`src/rtl/seg_scan_driver_pkg.sv`:
```
// Shared definitions for the multiplexed seven-segment scan driver.
//   SEG_HEX : 0-F glyph table, gfedcba, active-low (bit = 0 lights the segment)
//   SEG_OFF : all segments dark in active-low form
//   state_t : scan FSM states
package seg_pkg;

  localparam logic [6:0] SEG_OFF = 7'h7F;

  // Entry n is the glyph for nibble n (index 0 is the rightmost element).
  localparam logic [15:0][6:0] SEG_HEX = {
    7'h0E, 7'h06, 7'h21, 7'h46, 7'h03, 7'h08, 7'h10, 7'h00,
    7'h78, 7'h02, 7'h12, 7'h19, 7'h30, 7'h24, 7'h79, 7'h40
  };

  typedef enum logic {ST_BLANK, ST_SHOW} state_t;

endpackage

```
`src/rtl/seg_scan_driver_if.sv`:
```
// Bus between the application datapath and the scan driver.
//   upd/data_in/dp_in/en_in : update strobe and the frame it carries
//   seg_led/seg_dp/seg_sel  : board pins
//   frame_start/upd_pending : frame-sync status
//   dbg_state               : scan FSM state, for observation only
// Handshake: upd is a one-cycle valid with an implicit always-high ready;
// every asserted cycle is accepted and the data sampled with it is captured.
// The update takes effect at the next frame boundary; upd_pending reports
// that an accepted update has not yet reached the display.
interface seg_scan_if #(
  parameter int DIGITS = 6
);
  import seg_pkg::*;

  logic                  upd;
  logic [4*DIGITS-1:0]   data_in;
  logic [DIGITS-1:0]     dp_in;
  logic [DIGITS-1:0]     en_in;
  logic [6:0]            seg_led;
  logic                  seg_dp;
  logic [DIGITS-1:0]     seg_sel;
  logic                  frame_start;
  logic                  upd_pending;
  state_t                dbg_state;

  modport master (
    output upd, data_in, dp_in, en_in,
    input  seg_led, seg_dp, seg_sel, frame_start, upd_pending, dbg_state
  );

  modport slave (
    input  upd, data_in, dp_in, en_in,
    output seg_led, seg_dp, seg_sel, frame_start, upd_pending, dbg_state
  );

endinterface

```
`src/rtl/seg_scan_driver_hex_lut.sv`:
```
// Combinational nibble to seven-segment decode.
//   nib : hex digit
//   seg : gfedcba, polarity set by SEG_ACTIVE_LOW
module seg7_hex_lut
  import seg_pkg::*;
#(
  parameter bit SEG_ACTIVE_LOW = 1'b1
) (
  input  logic [3:0] nib,
  output logic [6:0] seg
);

  assign seg = SEG_ACTIVE_LOW ? SEG_HEX[nib] : ~SEG_HEX[nib];

endmodule

```
`src/rtl/seg_scan_driver.sv`:
```
// Multiplexed N-digit seven-segment scan driver.
//   sys_clk/sys_rst : clock, asynchronous active-high reset
//   bus (slave)     : update inputs, segment/select pins, frame status
// Each digit slot is BLANK_CYC dark cycles followed by DWELL_CYC lit
// cycles. New data is held in pending registers and moved into the shadow
// (displayed) registers only when digit DIGITS-1 finishes, so a frame never
// mixes old and new data.
module seg_scan_driver
  import seg_pkg::*;
#(
  parameter int DIGITS         = 6,
  parameter int DWELL_CYC      = 50000,
  parameter int BLANK_CYC      = 500,
  parameter bit SEG_ACTIVE_LOW = 1'b1,
  parameter bit SEL_ACTIVE_LOW = 1'b1,
  parameter bit LZB            = 1'b0
) (
  input  logic       sys_clk,
  input  logic       sys_rst,
  seg_scan_if.slave  bus
);

  localparam int IW   = (DIGITS > 1) ? $clog2(DIGITS) : 1;
  localparam int MAXC = (DWELL_CYC > BLANK_CYC) ? DWELL_CYC : BLANK_CYC;
  localparam int CW   = $clog2(MAXC + 1);

  localparam logic [CW-1:0]     DWELL_LAST = CW'(DWELL_CYC - 1);
  localparam logic [CW-1:0]     BLANK_LAST = CW'((BLANK_CYC > 0) ? BLANK_CYC - 1 : 0);
  localparam logic [IW-1:0]     IDX_LAST   = IW'(DIGITS - 1);
  localparam logic [6:0]        SEG_IDLE   = SEG_ACTIVE_LOW ? SEG_OFF : 7'h00;
  localparam logic              DP_IDLE    = SEG_ACTIVE_LOW;
  localparam logic [DIGITS-1:0] SEL_IDLE   = SEL_ACTIVE_LOW ? {DIGITS{1'b1}} : {DIGITS{1'b0}};

  state_t              state, state_nxt;
  logic [IW-1:0]       idx, idx_nxt;
  logic [CW-1:0]       cnt, cnt_nxt;
  logic                show_start;

  logic [4*DIGITS-1:0] sh_data, sh_data_nxt, pend_data;
  logic [DIGITS-1:0]   sh_dp, sh_dp_nxt, pend_dp;
  logic [DIGITS-1:0]   sh_en, sh_en_nxt, pend_en;
  logic                pending, pending_nxt;
  logic                frame_end;

  logic [DIGITS-1:0]   dark;
  logic                lead;
  logic [3:0]          nib;
  logic                dp_bit, en_bit, dark_bit, lit;
  logic [DIGITS-1:0]   onehot;
  logic [6:0]          lut_seg;

  logic [6:0]          seg_led_q;
  logic                seg_dp_q;
  logic [DIGITS-1:0]   seg_sel_q;
  logic                frame_start_q;

  // Scan FSM next state. With BLANK_CYC=0 SHOW chains to SHOW; the single
  // BLANK cycle after reset is just the reset state leaving on the first edge.
  always_comb begin
    state_nxt  = state;
    idx_nxt    = idx;
    cnt_nxt    = cnt + CW'(1);
    show_start = 1'b0;
    case (state)
      ST_BLANK: begin
        if (BLANK_CYC == 0 || cnt == BLANK_LAST) begin
          state_nxt  = ST_SHOW;
          cnt_nxt    = '0;
          show_start = 1'b1;
        end
      end
      ST_SHOW: begin
        if (cnt == DWELL_LAST) begin
          cnt_nxt = '0;
          idx_nxt = (idx == IDX_LAST) ? '0 : idx + IW'(1);
          if (BLANK_CYC == 0) begin
            state_nxt  = ST_SHOW;
            show_start = 1'b1;
          end else begin
            state_nxt = ST_BLANK;
          end
        end
      end
      default: state_nxt = ST_BLANK;
    endcase
  end

  assign frame_end = (state == ST_SHOW) && (cnt == DWELL_LAST) && (idx == IDX_LAST);

  // Shadow update. An upd landing on the boundary itself bypasses the
  // pending registers so it is neither lost nor delayed by a frame.
  always_comb begin
    sh_data_nxt = sh_data;
    sh_dp_nxt   = sh_dp;
    sh_en_nxt   = sh_en;
    pending_nxt = pending;
    if (frame_end) begin
      if (bus.upd) begin
        sh_data_nxt = bus.data_in;
        sh_dp_nxt   = bus.dp_in;
        sh_en_nxt   = bus.en_in;
      end else if (pending) begin
        sh_data_nxt = pend_data;
        sh_dp_nxt   = pend_dp;
        sh_en_nxt   = pend_en;
      end
      pending_nxt = 1'b0;
    end else if (bus.upd) begin
      pending_nxt = 1'b1;
    end
  end

  // Leading-zero mask: dark from the top down while nibble and dp are both
  // zero. Digit 0 is never part of the mask.
  always_comb begin
    dark = '0;
    lead = 1'b1;
    for (int k = DIGITS - 1; k >= 1; k--) begin
      lead    = lead && (sh_data_nxt[4*k +: 4] == 4'h0) && !sh_dp_nxt[k];
      dark[k] = lead && LZB;
    end
  end

  // Outputs are decoded from next-cycle values so the registered pins
  // light up on the very first cycle of each SHOW.
  always_comb begin
    nib      = '0;
    dp_bit   = 1'b0;
    en_bit   = 1'b0;
    dark_bit = 1'b0;
    onehot   = '0;
    for (int k = 0; k < DIGITS; k++) begin
      if (idx_nxt == IW'(k)) begin
        nib      = sh_data_nxt[4*k +: 4];
        dp_bit   = sh_dp_nxt[k];
        en_bit   = sh_en_nxt[k];
        dark_bit = dark[k];
      end
    end
    lit = (state_nxt == ST_SHOW) && en_bit && !dark_bit;
    for (int k = 0; k < DIGITS; k++) begin
      onehot[k] = lit && (idx_nxt == IW'(k));
    end
  end

  seg7_hex_lut #(.SEG_ACTIVE_LOW(SEG_ACTIVE_LOW)) u_lut (
    .nib (nib),
    .seg (lut_seg)
  );

  always_ff @(posedge sys_clk or posedge sys_rst) begin
    if (sys_rst) begin
      state         <= ST_BLANK;
      idx           <= '0;
      cnt           <= '0;
      sh_data       <= '0;
      sh_dp         <= '0;
      sh_en         <= '0;
      pend_data     <= '0;
      pend_dp       <= '0;
      pend_en       <= '0;
      pending       <= 1'b0;
      seg_led_q     <= SEG_IDLE;
      seg_dp_q      <= DP_IDLE;
      seg_sel_q     <= SEL_IDLE;
      frame_start_q <= 1'b0;
    end else begin
      state   <= state_nxt;
      idx     <= idx_nxt;
      cnt     <= cnt_nxt;
      sh_data <= sh_data_nxt;
      sh_dp   <= sh_dp_nxt;
      sh_en   <= sh_en_nxt;
      pending <= pending_nxt;
      if (bus.upd) begin
        pend_data <= bus.data_in;
        pend_dp   <= bus.dp_in;
        pend_en   <= bus.en_in;
      end
      seg_led_q     <= lit ? lut_seg : SEG_IDLE;
      seg_dp_q      <= (lit && dp_bit) ? ~DP_IDLE : DP_IDLE;
      seg_sel_q     <= SEL_ACTIVE_LOW ? ~onehot : onehot;
      frame_start_q <= show_start && (idx_nxt == '0);
    end
  end

  assign bus.seg_led     = seg_led_q;
  assign bus.seg_dp      = seg_dp_q;
  assign bus.seg_sel     = seg_sel_q;
  assign bus.frame_start = frame_start_q;
  assign bus.upd_pending = pending;
  assign bus.dbg_state   = state;

endmodule

```
`src/flat_wrapper.sv`:
```
// flat-port wrapper written by rule: the top's interface ports become plain ports
module seg_scan_driver_flat import seg_pkg::*;
#(
  parameter int DIGITS         = 6,
  parameter int DWELL_CYC      = 50000,
  parameter int BLANK_CYC      = 500,
  parameter bit SEG_ACTIVE_LOW = 1'b1,
  parameter bit SEL_ACTIVE_LOW = 1'b1,
  parameter bit LZB            = 1'b0
)
  (sys_clk, sys_rst, bus_upd, bus_data_in, bus_dp_in, bus_en_in, bus_seg_led, bus_seg_dp, bus_seg_sel, bus_frame_start, bus_upd_pending, bus_dbg_state);
  seg_scan_if #(.DIGITS(DIGITS)) bus_i ();
  input  logic sys_clk;
  input  logic sys_rst;
  input wire logic [$bits(bus_i.upd)-1:0] bus_upd;
  input wire logic [$bits(bus_i.data_in)-1:0] bus_data_in;
  input wire logic [$bits(bus_i.dp_in)-1:0] bus_dp_in;
  input wire logic [$bits(bus_i.en_in)-1:0] bus_en_in;
  output wire logic [$bits(bus_i.seg_led)-1:0] bus_seg_led;
  output wire logic [$bits(bus_i.seg_dp)-1:0] bus_seg_dp;
  output wire logic [$bits(bus_i.seg_sel)-1:0] bus_seg_sel;
  output wire logic [$bits(bus_i.frame_start)-1:0] bus_frame_start;
  output wire logic [$bits(bus_i.upd_pending)-1:0] bus_upd_pending;
  output wire logic [$bits(bus_i.dbg_state)-1:0] bus_dbg_state;
  assign bus_i.upd = bus_upd;
  assign bus_i.data_in = bus_data_in;
  assign bus_i.dp_in = bus_dp_in;
  assign bus_i.en_in = bus_en_in;
  assign bus_seg_led = bus_i.seg_led;
  assign bus_seg_dp = bus_i.seg_dp;
  assign bus_seg_sel = bus_i.seg_sel;
  assign bus_frame_start = bus_i.frame_start;
  assign bus_upd_pending = bus_i.upd_pending;
  assign bus_dbg_state = bus_i.dbg_state;
  seg_scan_driver #(.DIGITS(DIGITS), .DWELL_CYC(DWELL_CYC), .BLANK_CYC(BLANK_CYC), .SEG_ACTIVE_LOW(SEG_ACTIVE_LOW), .SEL_ACTIVE_LOW(SEL_ACTIVE_LOW), .LZB(LZB)) u_core (.sys_clk(sys_clk), .sys_rst(sys_rst), .bus(bus_i));
endmodule
```
`config.mk`:
```
export PLATFORM = sky130hd
export DESIGN_NAME = seg_scan_driver_flat
export DESIGN_NICKNAME = d
export VERILOG_FILES = /design/src/rtl/seg_scan_driver_pkg.sv /design/src/rtl/seg_scan_driver_if.sv /design/src/rtl/seg_scan_driver_hex_lut.sv /design/src/rtl/seg_scan_driver.sv /design/src/flat_wrapper.sv
export SDC_FILE = /design/constraint.sdc
export NUM_CORES = 1
export LEC_CHECK = 0
export ABC_AREA = 1
export CAP_MARGIN = 20
export CELL_PAD_IN_SITES_DETAIL_PLACEMENT = 2
export CELL_PAD_IN_SITES_GLOBAL_PLACEMENT = 2
export CORE_MARGIN = 2
export CORE_UTILIZATION = 31
export DETAILED_ROUTE_END_ITERATION = 12
export PLACE_DENSITY_LB_ADDON = 0.1
export SLEW_MARGIN = 40
export SYNTH_ARGS = -nofsm -noshare
export SYNTH_HDL_FRONTEND = slang
export SYNTH_SLANG_ARGS = --single-unit
```
`constraint.sdc`:
```
create_clock -name sys_clk -period 3.72 [get_ports sys_clk]
set_input_delay 0.744 -clock sys_clk [delete_from_list [all_inputs] [get_ports sys_clk]]
set_output_delay 0.744 -clock sys_clk [all_outputs]
set_load 0.02 [all_outputs]
```
=== Yosys cells after proc, flatten, opt, wreduce, memory -nomap -nowiden ===
Memories as Yosys holds them, arrays and structs flattened.
Cells that the tools add are included.

* Register bits after elaboration: 108
* Bits in latches: 0
* Memory bits (writable): 0
* Memory bits (read-only): 112
* Bits of input ports: 39
* Output and inout port bits: 17
* Logic and storage cells: 83
* Memories: 1

* Add/sub/neg operators: 2
* Multipliers: 0
* Divide/modulo/power cells: 0
* Order comparisons: 1
* Equal/unequal tests: 8
* Shifts and indexed selects: 0
* Mux-type cells: 42
* Bitwise operators: 2
* Reductions and logical operators: 13

{| class="wikitable"
|+ Memory list
! memory !! depth !! width !! read ports !! clocked after Yosys merged registers in !! wr ports !! RTL line !! RTL
|-
| (no name shown) || 16 || 7 || 1 || 0 || 0 || seg_scan_driver_hex_lut.sv:13 || <nowiki>assign seg = SEG_ACTIVE_LOW ? SEG_HEX[nib] : ~SEG_HEX[nib];</nowiki>
|}

{| class="wikitable"
|+ Operators with widths
! cell !! count
|-
| two-way mux 24 bit || 3
|-
| two-way mux 6 bit || 6
|-
| two-way mux 16 bit || 2
|-
| one-hot mux 16 bit (2 select lines) || 1
|-
| two-way mux 4 bit || 6
|-
| two-way mux 1 bit || 18
|-
| adder 16 x 1 -> 16 bit (second input constant) || 1
|-
| equality test 16 bit (second input constant) || 1
|-
| equality test 16 x 9 -> 1 bit (second input constant) || 1
|-
| two-way mux 7 bit || 2
|-
| logical AND 1 bit || 11
|-
| equality test 3 bit (second input constant) || 3
|-
| two-way mux 3 bit || 3
|-
| equality test 3 x 2 -> 1 bit (second input constant) || 2
|-
| inverter 6 bit || 1
|-
| less-than comparator 4 x 5 -> 1 bit (second input constant) || 1
|-
| adder 3 x 1 -> 3 bit (second input constant) || 1
|-
| equality test 3 x 1 -> 1 bit (second input constant) || 1
|-
| zero test 3 bit || 1
|-
| one-hot mux 1 bit (2 select lines) || 1
|-
| nonzero test 2 bit || 1
|-
| inverter 1 bit || 1
|}

=== Logic depth before layout (Yosys ltp) ===
Gate-level depths: netlist of run 1.

* Depth in word-level cells: 14
* Gate-level depth with buffers: 21
* Depth with buffers taken out: 21

=== By module ===
From an unflattened synthesis of run 1, not the netlist that was laid out.

* Cell total of the unflattened synthesis: 742
* Area, all modules: 5637.9 sq um

{| class="wikitable"
|+ By module, submodules not included
! module !! times used !! cells an instance !! area each (sq um) !! seq. area each (sq um)
|-
| seg_scan_driver || 1 || 693 || 5363.9 || 2720.1
|-
| seg7_hex_lut || 1 || 49 || 274.0 || 0.0
|}

=== Worst setup path after synthesis of run 1 ===
Ideal clock, no wire load.

* Path type: input to register
* Start: input port bus_upd
* End: register u_core.seg_led_q[0] (netlist: u_core.bus.seg_led[0])
* Library setup time: 0.083 ns
* Arrival: 2.461 ns
* Required time: 3.637 ns
* Slack: 1.177 ns
* Cell stages on the path: 13
* Path buffers: 3
* Path through: buf_2 > clkbuf_1 > clkbuf_1 > nand2_1 > nand2_1 > nand2_1 > a21oi_2 > nor2_4 > ha_1 > inv_1 > nand4_1 > nand3_1 > nand3_1

* Cells in the longest elaborated chain, start to end: 11
* Elaborated cells on any way between the ends: 20
* Those cells by class: mux (18); reduce/logical (1); memory (1)

{| class="wikitable"
|+ RTL lines
! item !! RTL line !! RTL
|-
| start: declaration || flat_wrapper.sv:15 || <nowiki>input wire logic [$bits(bus_i.upd)-1:0] bus_upd;</nowiki>
|-
| two-way mux 24 bit || seg_scan_driver.sv:98 || <nowiki>if (bus.upd) begin</nowiki>
|-
| two-way mux 24 bit || seg_scan_driver.sv:97 || <nowiki>if (frame_end) begin</nowiki>
|-
| two-way mux 4 bit (6 in series) || seg_scan_driver.sv:133 || <nowiki>if (idx_nxt == IW'(k)) begin</nowiki>
|-
| memory (16 x 7 bit) || n/a ||
|-
| two-way mux 7 bit || n/a ||
|-
| two-way mux 7 bit (*) || seg_scan_driver.sv:180 || <nowiki>seg_led_q <= lit ? lut_seg : SEG_IDLE;</nowiki>
|-
| end signal: assignment || seg_scan_driver.sv:180 ||
|-
| end: declaration || seg_scan_driver.sv:52 || <nowiki>logic [6:0] seg_led_q;</nowiki>
|}

Every way passes the cells marked *; elsewhere a longest branch is shown, timed or not. The select of a mux whose other input is x is not followed.
A chain may end at the register's enable or synchronous reset.

=== Worst setup path after layout of run 1 ===
* Start: register u_core.cnt[0]
* End: register u_core.seg_led_q[3] (netlist: u_core.bus.seg_led[3])

* Elaborated cells on any way between the ends: 33
* Those cells by class: eq/ne (7); mux (21); reduce/logical (4); memory (1)

{| class="wikitable"
|+ RTL lines
! item !! RTL line !! RTL
|-
| start: declaration || seg_scan_driver.sv:36 || <nowiki>logic [CW-1:0] cnt, cnt_nxt;</nowiki>
|-
| start signal: assignment || seg_scan_driver.sv:170 || <nowiki>cnt <= cnt_nxt;</nowiki>
|-
| equality test 16 bit || seg_scan_driver.sv:88 || <nowiki>assign frame_end = (state == ST_SHOW) && (cnt == DWELL_LAST) && (idx == IDX_LAST);</nowiki>
|-
| logical AND 1 bit (2 in series) || seg_scan_driver.sv:88 ||
|-
| two-way mux 24 bit || seg_scan_driver.sv:97 ||
|-
| net u_core.sh_data_nxt[9] || seg_scan_driver.sv:39 || <nowiki>logic [4*DIGITS-1:0] sh_data, sh_data_nxt, pend_data;</nowiki>
|-
| two-way mux 4 bit (4 in series) || seg_scan_driver.sv:133 ||
|-
| memory (16 x 7 bit) || n/a ||
|-
| two-way mux 7 bit || n/a ||
|-
| two-way mux 7 bit || seg_scan_driver.sv:180 ||
|}

The timed path passes the listed nets, and every way through them passes these cells. The select of a mux whose other input is x is not followed.

==> results of run 1 <==
sequential cells by signal (all words and copies together), names as in the netlist:
| register | cells |
|---|---|
| u_core.bus.dbg_state | 1 |
| u_core.bus.frame_start | 1 |
| u_core.bus.seg_dp | 1 |
| u_core.bus.seg_led | 7 |
| u_core.bus.seg_sel | 6 |
| u_core.bus.upd_pending | 1 |
| u_core.cnt | 16 |
| u_core.idx | 3 |
| u_core.pend_data | 24 |
| u_core.pend_dp | 6 |
| u_core.pend_en | 6 |
| u_core.sh_data | 24 |
| u_core.sh_dp | 6 |
| u_core.sh_en | 6 |
power groups by stage:
stage	logic, mW	clock network, mW	registers [mW]
final	0.174	1.05	1.22
after global routing	0.199	1.13	1.23
after CTS	0.180	1.09	1.22
after detailed placement	0.179	0	1.25
after global placement	0.171	0	1.24
after floorplan	0.0902	0	1.24
worst register-to-register path, stage by stage, from the launching register on:
cell and delay (ps):
sky130_fd_sc_hd__dfrtp_1 380, sky130_fd_sc_hd__ha_1 200, sky130_fd_sc_hd__nand3_2 160, sky130_fd_sc_hd__inv_2 100, sky130_fd_sc_hd__nand3_2 80, sky130_fd_sc_hd__nor2_4 200
sky130_fd_sc_hd__nand3_4 240, sky130_fd_sc_hd__buf_4 290, sky130_fd_sc_hd__nand2_1 60, sky130_fd_sc_hd__nand2_1 70, sky130_fd_sc_hd__inv_1 80, sky130_fd_sc_hd__nor2_1 60
sky130_fd_sc_hd__nor2_1 270, sky130_fd_sc_hd__nand3_2 130, sky130_fd_sc_hd__nor2_4 170, sky130_fd_sc_hd__inv_1 110, sky130_fd_sc_hd__ha_1 220, sky130_fd_sc_hd__nand2_1 110
sky130_fd_sc_hd__nand2_1 70, sky130_fd_sc_hd__nand2_1 60, sky130_fd_sc_hd__nand3_1 70
layer usage:
metal | wire [um] | vias to the layer above
met3 | 400 | 13
met4 | 177 | 0
met5 | 0 | -
met2 | 8440 | 44
met1 | 7980 | 2414
li1 | - | 2313
worst paths after layout:
path	to	startpoint	slack, ps	depth (start not counted)
max	u_core.bus.seg_led[3]	u_core.cnt[0]	510	20
min	u_core.cnt[0]	u_core.cnt[0]	480	1
max reg2reg	u_core.bus.seg_led[3]	u_core.cnt[0]	510	20
min reg2reg	u_core.cnt[0]	u_core.cnt[0]	480	1
max in group asynchronous	u_core.bus.seg_dp	sys_rst	2130	3
min in group asynchronous	u_core.pend_en[0]	sys_rst	830	2
cells in the mapped netlist:
master,count
sky130_fd_sc_hd__buf_2,5
sky130_fd_sc_hd__o21a_1,8
sky130_fd_sc_hd__inv_4,1
sky130_fd_sc_hd__a211oi_1,1
sky130_fd_sc_hd__o21ai_2,3
sky130_fd_sc_hd__o21ai_0,43
sky130_fd_sc_hd__nand4_4,2
sky130_fd_sc_hd__xor2_1,2
sky130_fd_sc_hd__clkinv_2,1
sky130_fd_sc_hd__nor2_4,8
sky130_fd_sc_hd__a21oi_1,12
sky130_fd_sc_hd__buf_1,2
sky130_fd_sc_hd__nand3_1,27
sky130_fd_sc_hd__nor2_1,43
sky130_fd_sc_hd__a21oi_2,1
sky130_fd_sc_hd__inv_1,67
sky130_fd_sc_hd__nand2_4,2
sky130_fd_sc_hd__inv_2,15
sky130_fd_sc_hd__nor3b_1,1
sky130_fd_sc_hd__mux2i_1,9
sky130_fd_sc_hd__nor3_1,1
sky130_fd_sc_hd__nor3_2,2
sky130_fd_sc_hd__nand4_1,13
sky130_fd_sc_hd__nand4_2,3
sky130_fd_sc_hd__dfrtp_1,94
sky130_fd_sc_hd__nor3_4,2
sky130_fd_sc_hd__nand3_2,4
sky130_fd_sc_hd__o21ai_1,7
sky130_fd_sc_hd__nor2_2,8
sky130_fd_sc_hd__a21boi_0,1
sky130_fd_sc_hd__buf_4,1
sky130_fd_sc_hd__nand3_4,1
sky130_fd_sc_hd__clkbuf_1,9
sky130_fd_sc_hd__a21o_1,1
sky130_fd_sc_hd__nand2_2,14
sky130_fd_sc_hd__xnor2_1,1
sky130_fd_sc_hd__dfstp_2,14
sky130_fd_sc_hd__buf_6,5
sky130_fd_sc_hd__ha_1,7
sky130_fd_sc_hd__nand2_1,259
sky130_fd_sc_hd__clkinv_1,1
sky130_fd_sc_hd__nor4_1,5
sky130_fd_sc_hd__o211ai_1,1
kinds of logic after synthesis:
logic type                 synth area share [%]
AOI/OAI and AO/OA                          7.71
and+or+nand+nor                            32.5
buffers and inverters                      8.02
muxes                                      1.60
adders and majority gates                  1.55
xor gates and xnor gates                  0.465
DFF                                        48.2
area by class of cell:
cell class / instances / area (um^2) / area share, %
Clock buffer: 12 / 246 / 3.64
Clock inverter: 4 / 72.6 / 1.07
Inverter: 85 / 325 / 4.81
Multi-Input combinational cell: 492 / 2470 / 36.6
Sequential cell: 108 / 2720 / 40.2
Tap cell: 229 / 287 / 4.24
Timing Repair Buffer: 62 / 641 / 9.47
==> flow_metrics.tcl, run 1 <==
set metrics [dict create \
    synthesis.area_um2 5650 \
    die_area_um2 19300 \
    finish.net_count 804 \
    post_synth_main_area_contributors "sky130_fd_sc_hd__dfrtp_1 (42%), sky130_fd_sc_hd__nand2_1 (17%), sky130_fd_sc_hd__dfstp_2 (6.5%), sky130_fd_sc_hd__inv_1 (4.5%), sky130_fd_sc_hd__o21ai_0 (3.8%)" \
    final.setup.worst_slack_ps 506 \
    initialDrtViolationCount 134 \
    rsz0062_at_grt "false" \
    ys_seq_elements 108 \
    slowest_stage_delay_cp_ps 380 \
    timing.hold.ws_ps 476 \
    postSynthNetCount 753 \
    io_pins 56 \
    vias 4784 \
    post_cts.resized_instances 0 \
    grt_util_met3_pct 3.59 \
    numCtsBuffers 9 \
    timing.critical_path.from_type "flip-flop" \
    netlist-cell-type-count 43 \
    layout.cells.non_filler 992 \
    drtPass1Iterations 4 \
    drc 0 \
    antenna_cells_inserted 0 \
    final.fill_count 2064 \
    fin_skew_ps 6.69 \
    sw_frac_of_total_pct 22.9 \
    clk_path_buf_depth 2 \
    placed_cells_incl_taps 976 \
    layout-drive-gt1-share_pct 13.5 \
    area_after_dpl_um2 6450 \
    placeableCoreArea_um2 17900 \
    path_max_fanout 19 \
    cp.required_ps 4000 \
    timing.critical_path.slowest_stage_cell "sky130_fd_sc_hd__dfrtp_1" \
    floorplan.die.width_um 139 \
    power.share.combinational_pct 7.1 \
    htree_levels 3 \
    post-dp-hpwl_um 12600 \
    timing.max_cap.violations 0 \
    global_route.usage.met2_pct 32.3 \
    postCtsHoldBufs 0 \
    syn_area_per_cell_um2 7.99 \
    final.period_utilization_pct 86.4 \
    run_status "completed" \
    clk_transition_reported_paths_ps 70 \
    number_of_endpoints_with_negative_hold_slack_in_the_final_report 0 \
    global_route.overflow_total 0 \
    synth_top_cell_by_area "sky130_fd_sc_hd__dfrtp_1" \
    grt_max_usage_layer "met2" \
    number_of_antenna_violations_at_the_first_check_in_global_routing 0 \
    post_layout_util_pct 37.8 \
    grt_resource_usage_total_pct 18.6 \
    worst_ir_drop_vdd_uv 211 \
    slew_headroom_pct 55.3 \
    hold_path.class "reg2reg" \
    crit_path_cell_trace "ha_1, nand3_2, inv_2, nand3_2, nor2_4, nand3_4, buf_4, nand2_1, nand2_1, inv_1, nor2_1, nor2_1, nand3_2, nor2_4, inv_1, ha_1, nand2_1, nand2_1, nand2_1, nand3_1" \
    critical_path.most_common_cell "sky130_fd_sc_hd__nand2_1" \
    netlist_instances 707 \
    setup_buffers_after_cts 0 \
    net_switching_power_uw 562 \
    worst_ep_arrival_time_ps 3490 \
    most_used_cells_in_the_layout_excluding_fill_and_tap_cells "sky130_fd_sc_hd__nand2_1 (259), sky130_fd_sc_hd__dfrtp_1 (94), sky130_fd_sc_hd__inv_1 (66)" \
    pin_count_of_the_biggest_net_entering_global_routing 48 \
    synth-seq-area-share_pct 48.2 \
    port_buffers 55 \
    layout_commonest_cell "sky130_fd_sc_hd__nand2_1" \
    drt_wl_total_um 17000 \
    critical_path.endpoint_type "flip-flop" \
    final.min_clock_period_ps 3210 \
    drt-wirelength-per-cell_um 17.1 \
    worst-slew-pin-transition_ps 664 \
    route.antenna.remaining_nets 0 \
    worst_path_dominant_cell_family "simple AND/OR/NAND/NOR gates" \
    p_leak_nw 3.33 \
    grt.met1_usage_pct 24.0 \
    tritoncts_clock_tree "yes" \
    globalplace.congestion 0.823 \
    dp_worst_setup_slack_ps 325 \
    grt_first_pass_wirelength_um 28500 \
    seq_power_share_pct 49.9 \
    grt_pass1_vias 5341 \
    cellInternalPower_mw 1.89 \
    floorplan.initialDensity_pct 31.5 \
    clk-insertion-delay-late_ps 360 \
    area_growth_syn_to_layout_pct 19.8 \
    achievable-frequency_mhz 311 \
    avgViaCountPerCell 4.82 \
    clk_root_buffer_cell "sky130_fd_sc_hd__clkbuf_16" \
    floorplan.rows 49 \
    clock_power_share_pct 43.0 \
    cts.sink_count 108 \
    yosysWarningCount 0 \
    fin_tns_setup_ps 0 \
    finalSetupViolations 0 \
    slew_viol_final 0 \
    timing.critical_path.buf_inv 4 \
    power-per-cell-area_nw_per_um2 363 \
    critical_path_class "reg2reg" \
    yosysTopAreaCellShare_pct 41.7 \
    final_area_um2 6770 \
    power_mw 2.45 \
    chip_height_um 139 \
]
(Power assumes the default switching activity.)
==> run 2: changes to the inputs <==
--- a/config.mk
+++ b/config.mk
@@ -9,6 +9,7 @@
 export CAP_MARGIN = 20
 export CELL_PAD_IN_SITES_DETAIL_PLACEMENT = 2
 export CELL_PAD_IN_SITES_GLOBAL_PLACEMENT = 2
+export CORE_ASPECT_RATIO = 0.8
 export CORE_MARGIN = 2
 export CORE_UTILIZATION = 31
 export DETAILED_ROUTE_END_ITERATION = 12
==> run 2 against run 1 <==
Net effect: routed wire length grew 3.0%; global-route usage grew 1.1 points; first-iteration DRC count grew 66%; setup slack gained 160 ps; combinational power is essentially flat; hold slack lost 12 ps; clock skew grew 3.1 ps; utilization shrank 0.064 points.
==> flow_metrics.tcl, run 2 (synthesized netlist as in run 1, its figures left out) <==
set metrics [dict create \
    rsz0062_at_grt "false" \
    fin_skew_ps 9.83 \
    wirelength_met1_um 8950 \
    clk_root_buffer_cell "sky130_fd_sc_hd__clkbuf_16" \
    final.period_utilization_pct 82.0 \
    grt_resource_usage_total_pct 19.7 \
    chip_height_um 125 \
    clk_path_buf_depth 2 \
    post-dp-hpwl_um 13100 \
    p_leak_nw 3.36 \
    fin_tns_setup_ps 0 \
    most_used_cells_in_the_layout_excluding_fill_and_tap_cells "sky130_fd_sc_hd__nand2_1 (259), sky130_fd_sc_hd__dfrtp_1 (94), sky130_fd_sc_hd__inv_1 (66)" \
    number_of_endpoints_with_negative_hold_slack_in_the_final_report 0 \
    global_route.overflow_total 0 \
    layout_commonest_cell "sky130_fd_sc_hd__nand2_1" \
    area_growth_syn_to_layout_pct 20.3 \
    drt_wl_total_um 17500 \
    layout-drive-gt1-share_pct 14.3 \
    avgViaCountPerCell 4.79 \
    floorplan.die.width_um 155 \
    setup_buffers_after_cts 0 \
    power_mw 2.49 \
    htree_levels 3 \
    antenna_cells_inserted 0 \
    critical_path.endpoint_type "flip-flop" \
    final_area_um2 6790 \
    route.antenna.remaining_nets 0 \
    achievable-frequency_mhz 328 \
    placeableCoreArea_um2 18000 \
    die_area_um2 19300 \
    worst_ir_drop_vdd_uv 245 \
    clk-insertion-delay-late_ps 370 \
    number_of_antenna_violations_at_the_first_check_in_global_routing 0 \
    critical_path_class "in2reg" \
    globalplace.congestion 0.819 \
    hold_path.class "reg2reg" \
    largestRegisters "u_core.pend_data x24, u_core.sh_data x24, u_core.cnt x16" \
    cts.sink_count 108 \
    timing.hold.ws_ps 464 \
    power-per-cell-area_nw_per_um2 367 \
    post_cts.resized_instances 0 \
    post_layout_util_pct 37.7 \
    met3_wirelength_um 464 \
    finalSetupViolations 0 \
    tritoncts_clock_tree "yes" \
    pin_count_of_the_biggest_net_entering_global_routing 45 \
    floorplan.rows 44 \
    timing.critical_path.from_type "input port" \
    top_layer "met4" \
    clk_transition_reported_paths_ps 80 \
    io_pins 56 \
    timing.max_cap.violations 0 \
    numCtsBuffers 9 \
    final.min_clock_period_ps 3050 \
    drt-wirelength-per-cell_um 17.5 \
    grt_first_pass_wirelength_um 29900 \
    path_max_fanout 40 \
    drtPass1Iterations 4 \
    initialDrtViolationCount 222 \
    worst_ep_arrival_time_ps 3330 \
    met2WireLength_um 7930 \
    floorplan.initialDensity_pct 31.4 \
    area_after_dpl_um2 6460 \
    postCtsHoldBufs 0 \
    vias 4778 \
    port_buffers 55 \
    slew_viol_final 0 \
    run_status "completed" \
    cp.required_ps 4000 \
    grt_pass1_vias 5488 \
    worst-slew-pin-transition_ps 723 \
    slew_headroom_pct 51.8 \
    finish.net_count 809 \
    drc 0 \
]
## run 2: cell count changes in the layout (fill, tap and decap cells not counted), sizes merged
| cell | delta |
|---|---|
| clkbuf | -3 |
| inv | +3 |
| clkinv | +1 |
| buf | +5 |
| clkinvlp | -1 |
## run 2: worst paths after layout
kind | from | to | slack (ps) | cells past startpoint
worst min register to register | u_core.cnt[0] | u_core.cnt[0] | 460 | 1
worst max register to register | u_core.cnt[0] | u_core.bus.seg_led[3] | 750 | 19
worst max-delay path | bus_upd | u_core.bus.seg_led[3] | 670 | 17
max in group asynchronous | sys_rst | u_core.bus.seg_sel[2] | 2060 | 3
worst min-delay path | u_core.cnt[0] | u_core.cnt[0] | 460 | 1
min in group asynchronous | sys_rst | u_core.cnt[5] | 790 | 2
## run 2: layer usage
metal  vias to the layer above  global-route usage, %
met5                         -                      0
met4                         0                   4.08
met3                         9                   3.69
met2                        54                   31.2
met1                      2390                   28.0
li1                       2325                      -
## run 2: worst max-delay path: stages
cell	delay (ps)
sky130_fd_sc_hd__clkdlybuf4s50_1	470
sky130_fd_sc_hd__buf_12	210
sky130_fd_sc_hd__nor2_1	140
sky130_fd_sc_hd__inv_1	80
sky130_fd_sc_hd__nand2_4	200
sky130_fd_sc_hd__clkinv_2	260
sky130_fd_sc_hd__nand2_1	130
sky130_fd_sc_hd__nand2_1	70
sky130_fd_sc_hd__nand2_1	70
sky130_fd_sc_hd__nand3_2	100
sky130_fd_sc_hd__nor2_4	170
sky130_fd_sc_hd__inv_1	110
sky130_fd_sc_hd__ha_1	230
sky130_fd_sc_hd__nand2_1	120
sky130_fd_sc_hd__nand2_1	70
sky130_fd_sc_hd__nand2_1	50
sky130_fd_sc_hd__nand3_1	90
## run 2: report_power, final
| group | switching, mW | internal (mW) | leakage (nW) |
|---|---|---|---|
| Combinational | 0.0993 | 0.0728 | 1.92 |
| Sequential | 0.0156 | 1.21 | 1.28 |
| Clock | 0.495 | 0.603 | 0.163 |
## run 2: cell type report
type,instances,area [um^2]
multi-input combinational,492,2470
timing repair buffer,67,653
clock inverter,7,106
sequential,108,2720
inverter,85,325
clock buffer,9,225
fill,2029,11200
tap,230,288
## run 2: through the flow
| stage | worst slack [ps] | std cells |
|---|---|---|
| final | 668 | 998 |
| after global routing | 357 | 998 |
| after CTS | 684 | 998 |
| after detailed placement | 303 | 982 |
| after global placement | 441 | 982 |
| after floorplan | 154 | 707 |
